==> src/rtl/calc_core_if.sv <==
// Command/result bundle between the parser, the arithmetic stage and the
// result encoder. The parser side drives the command, the core answers.
interface calc_core_if;
    logic        start;
    logic [3:0]  dtype;
    logic [4:0]  op;
    logic [15:0] src1;
    logic [15:0] src2;
    logic        busy;
    logic        res_valid;
    logic [31:0] result;
    logic [15:0] rem;
    logic        err;

    modport master (
        output start, dtype, op, src1, src2,
        input  busy, res_valid, result, rem, err
    );

    modport slave (
        input  start, dtype, op, src1, src2,
        output busy, res_valid, result, rem, err
    );
endinterface

==> src/rtl/calc_core.sv <==
// Arithmetic execution stage: single-cycle add/sub, 16-step shift-add
// multiply and 16-step restoring divide on operand magnitudes, followed by
// a sign fix-up cycle. Results are presented with a one-cycle strobe.
module calc_core (
    input  logic       clk,
    input  logic       n_rst,
    calc_core_if.slave bus
);

    localparam logic [4:0] OP_ADD = 5'h01;
    localparam logic [4:0] OP_SUB = 5'h02;
    localparam logic [4:0] OP_MUL = 5'h04;
    localparam logic [4:0] OP_DIV = 5'h08;

    typedef enum logic [2:0] {
        S_IDLE, S_ADDSUB, S_MUL, S_DIV, S_FIX, S_DONE
    } state_t;

    state_t      r_state, w_next;

    // latched command
    logic        r_sgn;       // signed mode
    logic        r_sub;
    logic        r_is_div;
    logic        r_neg_res;   // operand signs differ (signed only)
    logic        r_neg_rem;   // dividend negative (signed only)
    logic [15:0] r_a, r_b;    // raw operands for add/sub
    logic [15:0] r_mb;        // |src2|: multiplicand or divisor
    logic [4:0]  r_cnt;
    // shared iteration register: mul {acc_hi, multiplier/product_lo},
    // div {partial remainder, dividend/quotient}
    logic [31:0] r_p;
    logic [31:0] r_res;
    logic [15:0] r_rem;
    logic        r_err;

    // output registers
    logic [31:0] r_result;
    logic [15:0] r_rem_o;
    logic        r_err_o;
    logic        r_valid;

    // command decode, only meaningful while IDLE
    logic        w_sgn, w_op_ok, w_bad;
    logic [15:0] w_ma, w_mb;

    assign w_sgn   = (bus.dtype != 4'h1);
    assign w_op_ok = (bus.op == OP_ADD) || (bus.op == OP_SUB) ||
                     (bus.op == OP_MUL) || (bus.op == OP_DIV);
    assign w_bad   = !w_op_ok || ((bus.op == OP_DIV) && (bus.src2 == 16'h0000));
    // 0x8000 negates to itself, which reads correctly as 32768 unsigned
    assign w_ma    = (w_sgn && bus.src1[15]) ? (~bus.src1 + 16'd1) : bus.src1;
    assign w_mb    = (w_sgn && bus.src2[15]) ? (~bus.src2 + 16'd1) : bus.src2;

    // add/sub on 17-bit extended operands
    logic [16:0] w_ea, w_eb, w_as;
    assign w_ea = {r_sgn & r_a[15], r_a};
    assign w_eb = {r_sgn & r_b[15], r_b};
    assign w_as = r_sub ? (w_ea - w_eb) : (w_ea + w_eb);

    // one multiply step: conditionally add multiplicand into the high half
    logic [16:0] w_macc;
    assign w_macc = {1'b0, r_p[31:16]} + (r_p[0] ? {1'b0, r_mb} : 17'd0);

    // one restoring divide step: shift in next dividend bit, trial subtract
    logic [16:0] w_dt, w_dd;
    logic        w_qb;
    assign w_dt = {r_p[31:16], r_p[15]};
    assign w_dd = w_dt - {1'b0, r_mb};
    assign w_qb = (w_dt >= {1'b0, r_mb});

    // fix-up operands
    logic [31:0] w_q32, w_q32n, w_pn;
    logic [15:0] w_remn;
    assign w_q32  = {16'h0000, r_p[15:0]};
    assign w_q32n = ~w_q32 + 32'd1;
    assign w_pn   = ~r_p + 32'd1;
    assign w_remn = ~r_p[31:16] + 16'd1;

    // state register
    always_ff @(posedge clk or negedge n_rst) begin
        if (!n_rst) r_state <= S_IDLE;
        else        r_state <= w_next;
    end

    // next-state logic; errors travel through ADDSUB so every short
    // command has the same two-cycle latency
    always_comb begin
        w_next = r_state;
        case (r_state)
            S_IDLE: begin
                if (bus.start) begin
                    if (w_bad)                  w_next = S_ADDSUB;
                    else if (bus.op == OP_MUL)  w_next = S_MUL;
                    else if (bus.op == OP_DIV)  w_next = S_DIV;
                    else                        w_next = S_ADDSUB;
                end
            end
            S_ADDSUB: w_next = S_DONE;
            S_MUL:    if (r_cnt == 5'd1) w_next = S_FIX;
            S_DIV:    if (r_cnt == 5'd1) w_next = S_FIX;
            S_FIX:    w_next = S_DONE;
            S_DONE:   w_next = S_IDLE;
            default:  w_next = S_IDLE;
        endcase
    end

    // state-decoded outputs
    always_comb begin
        bus.busy = (r_state != S_IDLE);
    end

    // datapath: command latch, iterations and sign fix-up
    always_ff @(posedge clk or negedge n_rst) begin
        if (!n_rst) begin
            r_sgn     <= 1'b0;
            r_sub     <= 1'b0;
            r_is_div  <= 1'b0;
            r_neg_res <= 1'b0;
            r_neg_rem <= 1'b0;
            r_a       <= '0;
            r_b       <= '0;
            r_mb      <= '0;
            r_cnt     <= '0;
            r_p       <= '0;
            r_res     <= '0;
            r_rem     <= '0;
            r_err     <= 1'b0;
        end else begin
            case (r_state)
                S_IDLE: begin
                    if (bus.start) begin
                        r_sgn     <= w_sgn;
                        r_sub     <= (bus.op == OP_SUB);
                        r_is_div  <= (bus.op == OP_DIV);
                        r_neg_res <= w_sgn & (bus.src1[15] ^ bus.src2[15]);
                        r_neg_rem <= w_sgn & bus.src1[15];
                        r_a       <= bus.src1;
                        r_b       <= bus.src2;
                        r_mb      <= w_mb;
                        r_cnt     <= 5'd16;
                        r_p       <= {16'h0000, w_ma};
                        r_err     <= w_bad;
                    end
                end
                S_ADDSUB: begin
                    r_res <= {{15{r_sgn & w_as[16]}}, w_as};
                    r_rem <= '0;
                end
                S_MUL: begin
                    r_p   <= {w_macc, r_p[15:1]};
                    r_cnt <= r_cnt - 5'd1;
                end
                S_DIV: begin
                    r_p   <= {(w_qb ? w_dd[15:0] : w_dt[15:0]), r_p[14:0], w_qb};
                    r_cnt <= r_cnt - 5'd1;
                end
                S_FIX: begin
                    if (r_is_div) begin
                        r_res <= r_neg_res ? w_q32n : w_q32;
                        r_rem <= r_neg_rem ? w_remn : r_p[31:16];
                    end else begin
                        r_res <= r_neg_res ? w_pn : r_p;
                        r_rem <= '0;
                    end
                end
                default: ;
            endcase
        end
    end

    // result registers: loaded only when leaving DONE, held otherwise
    always_ff @(posedge clk or negedge n_rst) begin
        if (!n_rst) begin
            r_result <= '0;
            r_rem_o  <= '0;
            r_err_o  <= 1'b0;
            r_valid  <= 1'b0;
        end else begin
            r_valid <= (r_state == S_DONE);
            if (r_state == S_DONE) begin
                r_result <= r_err ? 32'h0 : r_res;
                r_rem_o  <= r_err ? 16'h0 : r_rem;
                r_err_o  <= r_err;
            end
        end
    end

    assign bus.res_valid = r_valid;
    assign bus.result    = r_result;
    assign bus.rem       = r_rem_o;
    assign bus.err       = r_err_o;

endmodule
==> src/flat_wrapper.sv <==
// flat-port wrapper written by rule: the top's interface ports become plain ports
module calc_core_flat 
  (clk, n_rst, bus_start, bus_dtype, bus_op, bus_src1, bus_src2, bus_busy, bus_res_valid, bus_result, bus_rem, bus_err);
  calc_core_if bus_i ();
  input  logic clk;
  input  logic n_rst;
  input wire logic [$bits(bus_i.start)-1:0] bus_start;
  input wire logic [$bits(bus_i.dtype)-1:0] bus_dtype;
  input wire logic [$bits(bus_i.op)-1:0] bus_op;
  input wire logic [$bits(bus_i.src1)-1:0] bus_src1;
  input wire logic [$bits(bus_i.src2)-1:0] bus_src2;
  output wire logic [$bits(bus_i.busy)-1:0] bus_busy;
  output wire logic [$bits(bus_i.res_valid)-1:0] bus_res_valid;
  output wire logic [$bits(bus_i.result)-1:0] bus_result;
  output wire logic [$bits(bus_i.rem)-1:0] bus_rem;
  output wire logic [$bits(bus_i.err)-1:0] bus_err;
  assign bus_i.start = bus_start;
  assign bus_i.dtype = bus_dtype;
  assign bus_i.op = bus_op;
  assign bus_i.src1 = bus_src1;
  assign bus_i.src2 = bus_src2;
  assign bus_busy = bus_i.busy;
  assign bus_res_valid = bus_i.res_valid;
  assign bus_result = bus_i.result;
  assign bus_rem = bus_i.rem;
  assign bus_err = bus_i.err;
  calc_core u_core (.clk(clk), .n_rst(n_rst), .bus(bus_i));
endmodule
==> config.mk <==
export PLATFORM = sky130hd
export DESIGN_NAME = calc_core_flat
export DESIGN_NICKNAME = d
export VERILOG_FILES = /design/src/rtl/calc_core_if.sv /design/src/rtl/calc_core.sv /design/src/flat_wrapper.sv
export SDC_FILE = /design/constraint.sdc
export NUM_CORES = 1
export LEC_CHECK = 0
export CELL_PAD_IN_SITES_DETAIL_PLACEMENT = 0
export CELL_PAD_IN_SITES_GLOBAL_PLACEMENT = 1
export CORE_UTILIZATION = 41
export DETAILED_ROUTE_END_ITERATION = 6
export PLACE_DENSITY_LB_ADDON = 0.1
export SYNTH_ARGS = -nofsm -noshare
export SYNTH_HDL_FRONTEND = slang
export SYNTH_SLANG_ARGS = --single-unit
==> constraint.sdc <==
create_clock -name clk -period 3.3 [get_ports clk]
set_input_delay 0.33 -clock clk [delete_from_list [all_inputs] [get_ports clk]]
set_output_delay 0.33 -clock clk [all_outputs]
set_load 0.03 [all_outputs]
* After elaboration in Yosys (flattened, before gate mapping)
Cells that the tools add are included.
** Storage, ports and cells
- Register bits :: 192
- Bits of input ports :: 44
** Cells by class
- Mux-type cells :: 24
- Reductions and logical operators :: 20
- $add $sub $neg :: 10
- Bitwise logic cells :: 11
- Equal/unequal tests :: 13
- Magnitude comparators :: 1
** Operator list (count)
- $mux W32 :: 5
- $mux W16 :: 7
- $pmux W32 S3 :: 1
- $add A32 B1 Y32 const B :: 2
- $pmux W32 S2 :: 1
- $add A16 B1 Y16 const B :: 3
- $not A16 Y16 :: 3
- $not A16 Y32 :: 1
- $not A32 Y32 :: 1
- $pmux W16 S2 :: 1
- $add A16 B16 Y17 :: 1
- $add A17 B17 Y17 :: 1
- $ge A17 B16 Y1 :: 1
- $mux W17 :: 1
- $sub A17 B17 Y17 :: 1
- $logic_not A16 Y1 :: 1
- $sub A16 B16 Y16 :: 1
- $mux W3 :: 4
- $eq A5 B1 Y1 const B :: 2
- $pmux W5 S2 :: 1
- $pmux W3 S3 :: 1
- $reduce_and A2 Y1 :: 4
- $eq A3 B2 Y1 const B :: 2
- $eq A3 B3 Y1 const B :: 2
- other kinds (19) :: 31

* Depth between registers and ports, before layout
Gate-level depths: netlist (run 1).
- Depth in word-level cells :: 9
- Depth in mapped cells :: 15

* Worst setup path after synthesis (run 1)
OpenSTA, ideal clock, no wires.
- Kind :: register to register
- From :: register u_core.r_sub
- To :: register u_core.r_res[13]
- Arrival time :: 3.220 ns
- Clock period less this slack :: 3.342 ns
- Slack :: -0.042 ns
- Stages on the path, launching flop included :: 13
- Cell sequence :: dfrtp_1 > clkbuf_1 > clkbuf_1 > mux2i_1 > ha_1 > nor2b_1 > o31a_1 > o41a_1 > o41ai_1 > o21ai_0 > a311o_1 > nand4_1 > a21oi_1
** Between the ends
- Cells in the longest elaborated chain, start to end :: 2
** RTL lines
- from (decl) :: line calc_core.sv:23 : logic r_sub;
- from (signal assigned) :: line calc_core.sv:134 : r_sub <= (bus.op == OP_SUB);
- $mux W17 :: line calc_core.sv:59 : assign w_as = r_sub ? (w_ea - w_eb) : (w_ea + w_eb);
- $pmux W32 S2 :: line calc_core.sv:130 : case (r_state)
- to (signal assigned) :: line calc_core.sv:147 : r_res <= {{15{r_sgn & w_as[16]}}, w_as};
- to (signal assigned) :: line calc_core.sv:160 : r_res <= r_neg_res ? w_q32n : w_q32;
- to (signal assigned) :: line calc_core.sv:163 : r_res <= r_neg_res ? w_pn : r_p;
- to (decl) :: line calc_core.sv:33 : logic [31:0] r_res;
No other way between the ends.
A chain may end at the register's enable or synchronous reset.

* Worst setup path in the final report (run 1)
- From :: register u_core.r_b[1]
- To :: register u_core.r_res[31]
** Between the ends
- Cells in the longest elaborated chain, start to end :: 4
** RTL lines
- from (decl) :: line calc_core.sv:27 : logic [15:0] r_a, r_b;
- from (signal assigned) :: line calc_core.sv:139 : r_b <= bus.src2;
- $add A17 B17 Y17 or $sub A17 B17 Y17 (tied branches) :: line calc_core.sv:59
- $mux W17 * :: line calc_core.sv:59
- $and A1 B1 Y1 * :: line calc_core.sv:147
- $pmux W32 S2 * :: line calc_core.sv:130
Mark *: on every way between the ends. The rest lies on a longest branch, timed or not.

==> reports/qor.yml, run 1 <==
netlist_area_mm2: 0.01248
maxCapViolations: 0
drc: 0
async_reset_ff_frac: 1.000
numPortBuffers: 94
cpPeakStageDelay_ns: 0.44
synth.ff_latch_count: 191
area_growth_pct: 18.99
die_y_um: 176.4
drt-pass1-iter-count: 7
antenna_found_initial: 0
multiInputGateArea_mm2: 0.007297
yosysMostFrequentCell: "nand2_1"
fin_tns_setup_ns: 0
max-vdd-ir-drop_mv: 0.4846
synthCells: 1502
run_status: "finished, final reports clean"
clockRootBuffer: "clkbuf_16"
hold_viol_final: 0
fin_worst_skew_ns: 0.01198
yosys-top-cells-area: "dfrtp_1 (38%), nand2_1 (8.3%), o21ai_0 (7.7%)"
worst-path-max-fanout: 12
fmax_ghz: 0.3194
worstMarginPinSlew_ns: 0.8227
hp-class: "reg2reg"
final_cell_count_no_fill: 1998
place_congestion: 0.8855
whs_path_depth: 2
setup_violations: 0
die_area_mm2: 0.03113
ys_types: 79
power.density_mw_per_mm2: 913.3
grt_pass1_vias: 10300
path_clk_slew_ns: 0.07
die_x_um: 176.4
power.total_mw: 13.56
clk_path_buf_depth: 2
crit_top_cell: "buf_4"
startpoint_type: "flip-flop"
core-area_mm2: 0.02980
crit-reg2reg-capture: "u_core.r_res[31]"
r2r_slack_ns: 0.17
min_from: "u_core.bus.result[4]"
fin_nets: 1698
critical_path.slowest_cell: "dfrtp_2"
cts_buffers: 17
maxSlewHeadroom: 0.4499
min_to: "u_core.bus.result[4]"
htree_levels: 4
cts.sinks: 191
cts_tree: "done"
ys.flop_type: "dfrtp_1"
ios: 95
crit_required_ns: 3.65
critPathTopFamily: "simple AND/OR/NAND/NOR gates"
wl_per_cell_um: 17.37
final_antenna_net_count: 0
n_antenna_cell: 0
regToRegStartpoint: "u_core.r_b[1]"
fin_crit_ns: 3.131
viasPerCell: 5.354
grt_pass1_wl_um: 57110
grt_overflow_total: 0
place_inst: 1959
drv_slew: 0
synth-edff-count: 0
crit_chain: "inv_2 > ha_1 > nor3b_2 > buf_4 > and3_4 > nor2_1 > xnor2_1 > ha_2 > nor4_4 > a21oi_1 > a31oi_1 > o21ai_1 > buf_4 > mux2_4 > buf_12 > o211ai_1"
rows: 63
power.leakage_nw: 6.583
worstPathArrival_ns: 3.48
grt_max_degree: 88
yosys-top-cells-count: "nand2_1 (276), o21ai_0 (193), dfrtp_1 (191)"
yosysTopAreaCell: "dfrtp_1"
synth_fp_nets: 1605
drt-initial-drc-count: 727
yosys_warnings: 0
syn_avg_cell_area_um2: 8.307
layout-drive-gt1-share: 0.09080
end_kind: "flip-flop"
synth_top_area_share: 0.3831
fill_cells: 2979
seqCellArea_mm2: 0.004782
reg2reg_depth: 16
crit_type: "reg2reg"
insertion_delay_ns: 0.44
grtUsageTotal: 0.2338
dp_hpwl_um: 26000
wl_um: 34700
start_util: 0.4187
vias: 10700
finalCritPeriodShare: 0.9487
crit_buf_inv: 4
ys_seq_area_frac: 0.3831
-- final cells by class --
class,count,area share
inverters,46,0.01163
clock inverters,14,0.01062
clock buffers,18,0.02891
well taps,390,0.03287
repair buffers,162,0.1024
multi-input cells,1177,0.4915
flip-flops and latches,191,0.3221
-- where the power goes --
part	switching (mW)	internal [mW]	leakage (nW)
Clock	0.979	1.13	0.271
Combinational	4.42	3.20	3.82
Sequential	0.721	3.10	2.49
Total	6.12	7.44	6.58
-- worst reg2reg max path: stages (launching register included) --
cell	delay, ns
dfrtp_2	0.44
inv_2	0.06
ha_1	0.19
nor3b_2	0.15
buf_4	0.14
and3_4	0.15
nor2_1	0.12
xnor2_1	0.10
ha_2	0.25
nor4_4	0.27
a21oi_1	0.09
a31oi_1	0.24
o21ai_1	0.12
buf_4	0.15
mux2_4	0.34
buf_12	0.16
o211ai_1	0.08
-- kinds of logic after synthesis --
group,Yosys count,synth area share
buffers and inverters,134,0.04232
flip-flops,191,0.3831
adder cells (fa/ha/maj),59,0.06097
AO/OA/AOI/OAI,428,0.2037
AND/OR/NAND/NOR,544,0.2034
XOR/XNOR,107,0.07511
multiplexers,39,0.03149
-- layout by cell type, fill, tap and decap left out, drive strengths merged, types with 4 or more instances in the layout --
cell type	instances
o31ai	18
o31a	4
nor3b	6
a211oi	10
clkbuf	19
o21ai	198
or2	6
a31oi	8
inv	48
xor2	57
o21bai	6
o41ai	5
dfrtp	191
o21a	10
o22ai	6
nand2	277
nor3	19
clkinvlp	5
ha	56
or3	12
clkdlybuf4s50	93
or4	9
mux2i	37
nand3	13
clkinv	5
nand4	5
a22oi	12
a21o	15
xnor2	50
nor2	88
buf	67
nor4	7
a21oi	97
and2	7
nor2b	14
o211ai	14
nand2b	64
-- worst max path at each step --
stage / depth (start not counted) / slack [ns] / endpoint / startpoint
4_1_cts: 14 / 0.002 / u_core.r_res[31] / u_core.r_b[1]
2_1_floorplan: 12 / 0.05 / u_core.r_res[13] / u_core.r_sub
3_5_place_dp: 12 / -0.12 / u_core.r_res[13] / u_core.r_mb[0]
3_3_place_gp: 12 / -0.03 / u_core.r_res[13] / u_core.r_mb[0]
5_1_grt: 16 / -0.02 / u_core.r_res[27] / u_core.r_b[1]
6_report: 16 / 0.17 / u_core.r_res[31] / u_core.r_b[1]
-- routing by layer --
| layer | routed length [um] | global-route usage | up-vias |
|---|---|---|---|
| met2 | 15170 | 0.3496 | 208 |
| li1 | - | - | 5390 |
| met1 | 18000 | 0.3567 | 5077 |
| met3 | 1165 | 0.03015 | 22 |
| met5 | 0 | 0 | - |
| met4 | 367 | 0.05029 | 0 |
-- what timing repair did --
| item | CTS | global route |
|---|---|---|
| hold buffers | 1 | 0 |
| endpoints found under the setup margin | 4 | 22 |
| pin swaps | 2 | 8 |
| resized for setup | 1 | 27 |
| hold endpoints to repair | 39 | 0 |
| buffers inserted | 1 | 5 |
| gates cloned | 0 | 0 |
-- registers in the layout, summed over array words and instances (netlist names), 3 cells and up --
signal and count:
u_core.bus.rem 16, u_core.bus.result 32, u_core.r_a 16, u_core.r_b 15, u_core.r_cnt 5, u_core.r_mb 16
u_core.r_p 32, u_core.r_rem 16, u_core.r_res 32, u_core.r_state 3
-- through the flow --
stage               area [um^2]  setup WS (ns)  hold WS (ns)  utilization
floorplan                 12480        0.04994       0.03441            -
global placement          14090       -0.02939        0.4621       0.4729
detailed placement        14090        -0.1242        0.4582       0.4729
CTS                       14700       0.001672        0.4868       0.4934
global route              14850       -0.01801        0.4942       0.4983
finish                    14850         0.1692        0.4777       0.4983
Note: power is estimated with default switching activity, not from simulation.
==> run 2: changes to the inputs <==
--- a/config.mk
+++ b/config.mk
@@ -7,6 +7,7 @@
 export LEC_CHECK = 0
 export CELL_PAD_IN_SITES_DETAIL_PLACEMENT = 0
 export CELL_PAD_IN_SITES_GLOBAL_PLACEMENT = 1
+export CORE_ASPECT_RATIO = 2
 export CORE_UTILIZATION = 41
 export DETAILED_ROUTE_END_ITERATION = 6
 export PLACE_DENSITY_LB_ADDON = 0.1
==> reports/qor.yml, run 2 (synthesized netlist as in run 1, its figures left out) <==
run_status: "finished with violations"
violations: "design-rule violations"
fin_worst_skew_ns: 0.01124  # -0.0007367 ns
power.leakage_nw: 6.724  # +2.1%
end_kind: "flip-flop"
maxSlewHeadroom: 0.2874  # -0.1625
startpoint_type: "flip-flop"
final_cell_mix: "nand2_1 (275), dfrtp_1 (191), o21ai_0 (190)"
dp_hpwl_um: 31660  # +22%
viasPerCell: 5.542  # +3.5%
grt_pass1_wl_um: 63490  # +11%
drt-initial-drc-count: 491  # -32%
die_y_um: 248.7  # +41%
grt_pass1_vias: 11490  # +12%
grt_max_degree: 99  # +13%
critical_path.slowest_cell: "fa_1"
crit_type: "reg2reg"
cpPeakStageDelay_ns: 0.42  # -0.02 ns
cts_tree: "done"
worstMarginPinSlew_ns: 1.069  # +0.2462 ns
grtUsageTotal: 0.2708  # +0.03697
place_inst: 1967  # +0.41%
final_common_cell: "nand2_1"
drc: 6  # +6
reg2reg_depth: 14  # -2
path_clk_slew_ns: 0.07  # about the same
setup_violations: 0  # unchanged
ios: 95  # unchanged
die_area_mm2: 0.03118  # +0.14%
regToRegStartpoint: "u_core.r_mb[0]"
core-area_mm2: 0.03007  # +0.91%
vias: 11080  # +3.6%
crit-reg2reg-capture: "u_core.r_res[21]"
crit_chain: "inv_1 > ha_1 > mux2i_1 > buf_4 > fa_1 > a21o_1 > a21o_1 > a31oi_2 > o21ai_0 > a31oi_1 > o21ai_2 > mux2_4 > buf_4 > o211ai_1"
finalCritPeriodShare: 0.9617  # +0.01301
worst-path-max-fanout: 4  # -8
max-vdd-ir-drop_mv: 0.5673  # +17%
antenna_found_initial: 2  # +2
layout-drive-gt1-share: 0.09687  # +0.006077
crit_required_ns: 3.68  # +0.03 ns
clk_path_buf_depth: 2  # unchanged
final_antenna_net_count: 0  # unchanged
grt_overflow_total: 0  # unchanged
power.total_mw: 13.80  # +1.8%
die_x_um: 125.4  # -29%
insertion_delay_ns: 0.46  # +0.02 ns
area_growth_pct: 19.69
place_congestion: 0.8962  # +1.2%
hold_viol_final: 0  # unchanged
wl_per_cell_um: 20.15  # +16%
final_cell_count_no_fill: 1999  # +0.050%
drt-pass1-iter-count: 7  # unchanged
drv_slew: 0  # unchanged
htree_levels: 4  # unchanged
r2r_slack_ns: 0.13  # -0.04 ns
start_util: 0.4150  # -0.003764
maxCapViolations: 0  # unchanged
fmax_ghz: 0.3151  # -1.4%
numPortBuffers: 94  # unchanged
wl_um: 40270  # +16%
hp-class: "in2async"
power.density_mw_per_mm2: 923.9  # +1.2%
rsz0062_at_grt: "yes"
timing.hold.ws_ns: 0.4716  # -0.006155 ns
clockRootBuffer: "clkbuf_16"
rows: 90  # +43%
fin_crit_ns: 3.174  # +0.04292 ns
worstPathArrival_ns: 3.55  # +0.07 ns
cts_buffers: 17  # unchanged
cts.sinks: 191  # unchanged
fin_nets: 1722  # +1.4%
n_antenna_cell: 0  # unchanged
[run 2: cell count changes in the layout (fill, tap and decap cells not counted), sizes merged]
| cell | delta |
|---|---|
| bufinv | -1 |
| buf | +24 |
| clkbuf | +2 |
| inv | +1 |
| clkinv | +1 |
| clkinvlp | -4 |
[run 2: final cells by class]
| class | count | area [um^2] |
|---|---|---|
| Tap cell | 368 | 460.4 |
| Clock buffer | 20 | 456.7 |
| Fill cell | 3035 | 15130 |
| Sequential cell | 191 | 4780 |
| Timing Repair Buffer | 186 | 1688 |
| Inverter | 46 | 172.7 |
| Multi-Input combinational cell | 1177 | 7251 |
| Clock inverter | 11 | 125.1 |
[run 2: timing repair]
item | CTS | global route
hold endpoints to repair | 70 | 0
hold buffers | 1 | 0
setup buffers | 0 | 0
endpoints found under the setup margin | 0 | 20
gates resized for setup | 0 | 14
[run 2: metal layers]
| layer | global-route usage | up-vias | wire [um] |
|---|---|---|---|
| met2 | 0.5357 | 234 | 22810 |
| met1 | 0.2559 | 5297 | 13960 |
| met4 | 0.1697 | 4 | 2486 |
| met5 | 0 | - | 32 |
| li1 | - | 5428 | - |
| met3 | 0.03630 | 115 | 977 |
[run 2: worst max-delay path by stage]
stage,slack [ns],endpoint,start
6_report,0.13,u_core.r_res[21],u_core.r_mb[0]
5_1_grt,-0.03,u_core.r_res[11],u_core.r_mb[0]
4_1_cts,0.06,u_core.r_res[21],u_core.r_mb[0]
3_5_place_dp,0.07,u_core.r_res[21],u_core.r_mb[0]
3_3_place_gp,0.14,u_core.r_state[1],bus_src2[1]
2_1_floorplan,0.05,u_core.r_res[13],u_core.r_sub
[run 2: critical path, delay by kind of cell, from the launching register on]
kind / cells / cell delay, ns
buffers and inverters: 3 / 0.37
DFF: 1 / 0.34
AOI/OAI and AO/OA: 7 / 1.21
adders and majority gates: 2 / 0.69
muxes: 2 / 0.44
[run 2: power breakdown]
| group | switching [mW] | total (mW) | internal (mW) | leakage, nW |
|---|---|---|---|---|
| logic | 4.59 | 7.80 | 3.21 | 3.95 |
| registers | 0.804 | 3.90 | 3.10 | 2.49 |
| clock network | 0.991 | 2.09 | 1.10 | 0.284 |
| total | 6.39 | 13.8 | 7.41 | 6.72 |
[run 2: through the flow]
step | setup TNS (ns) | setup WS [ns] | cell area, um^2 | util
6_report | 0 | 0.1263 | 14930 | 0.4967
5_1_grt | -0.03370 | -0.03370 | 14930 | 0.4967
4_1_cts | 0 | 0.06274 | 14870 | 0.4945
3_5_place_dp | 0 | 0.07400 | 14280 | 0.4748
3_3_place_gp | 0 | 0.1378 | 14280 | 0.4748
2_1_floorplan | 0 | 0.04994 | 12480 | -
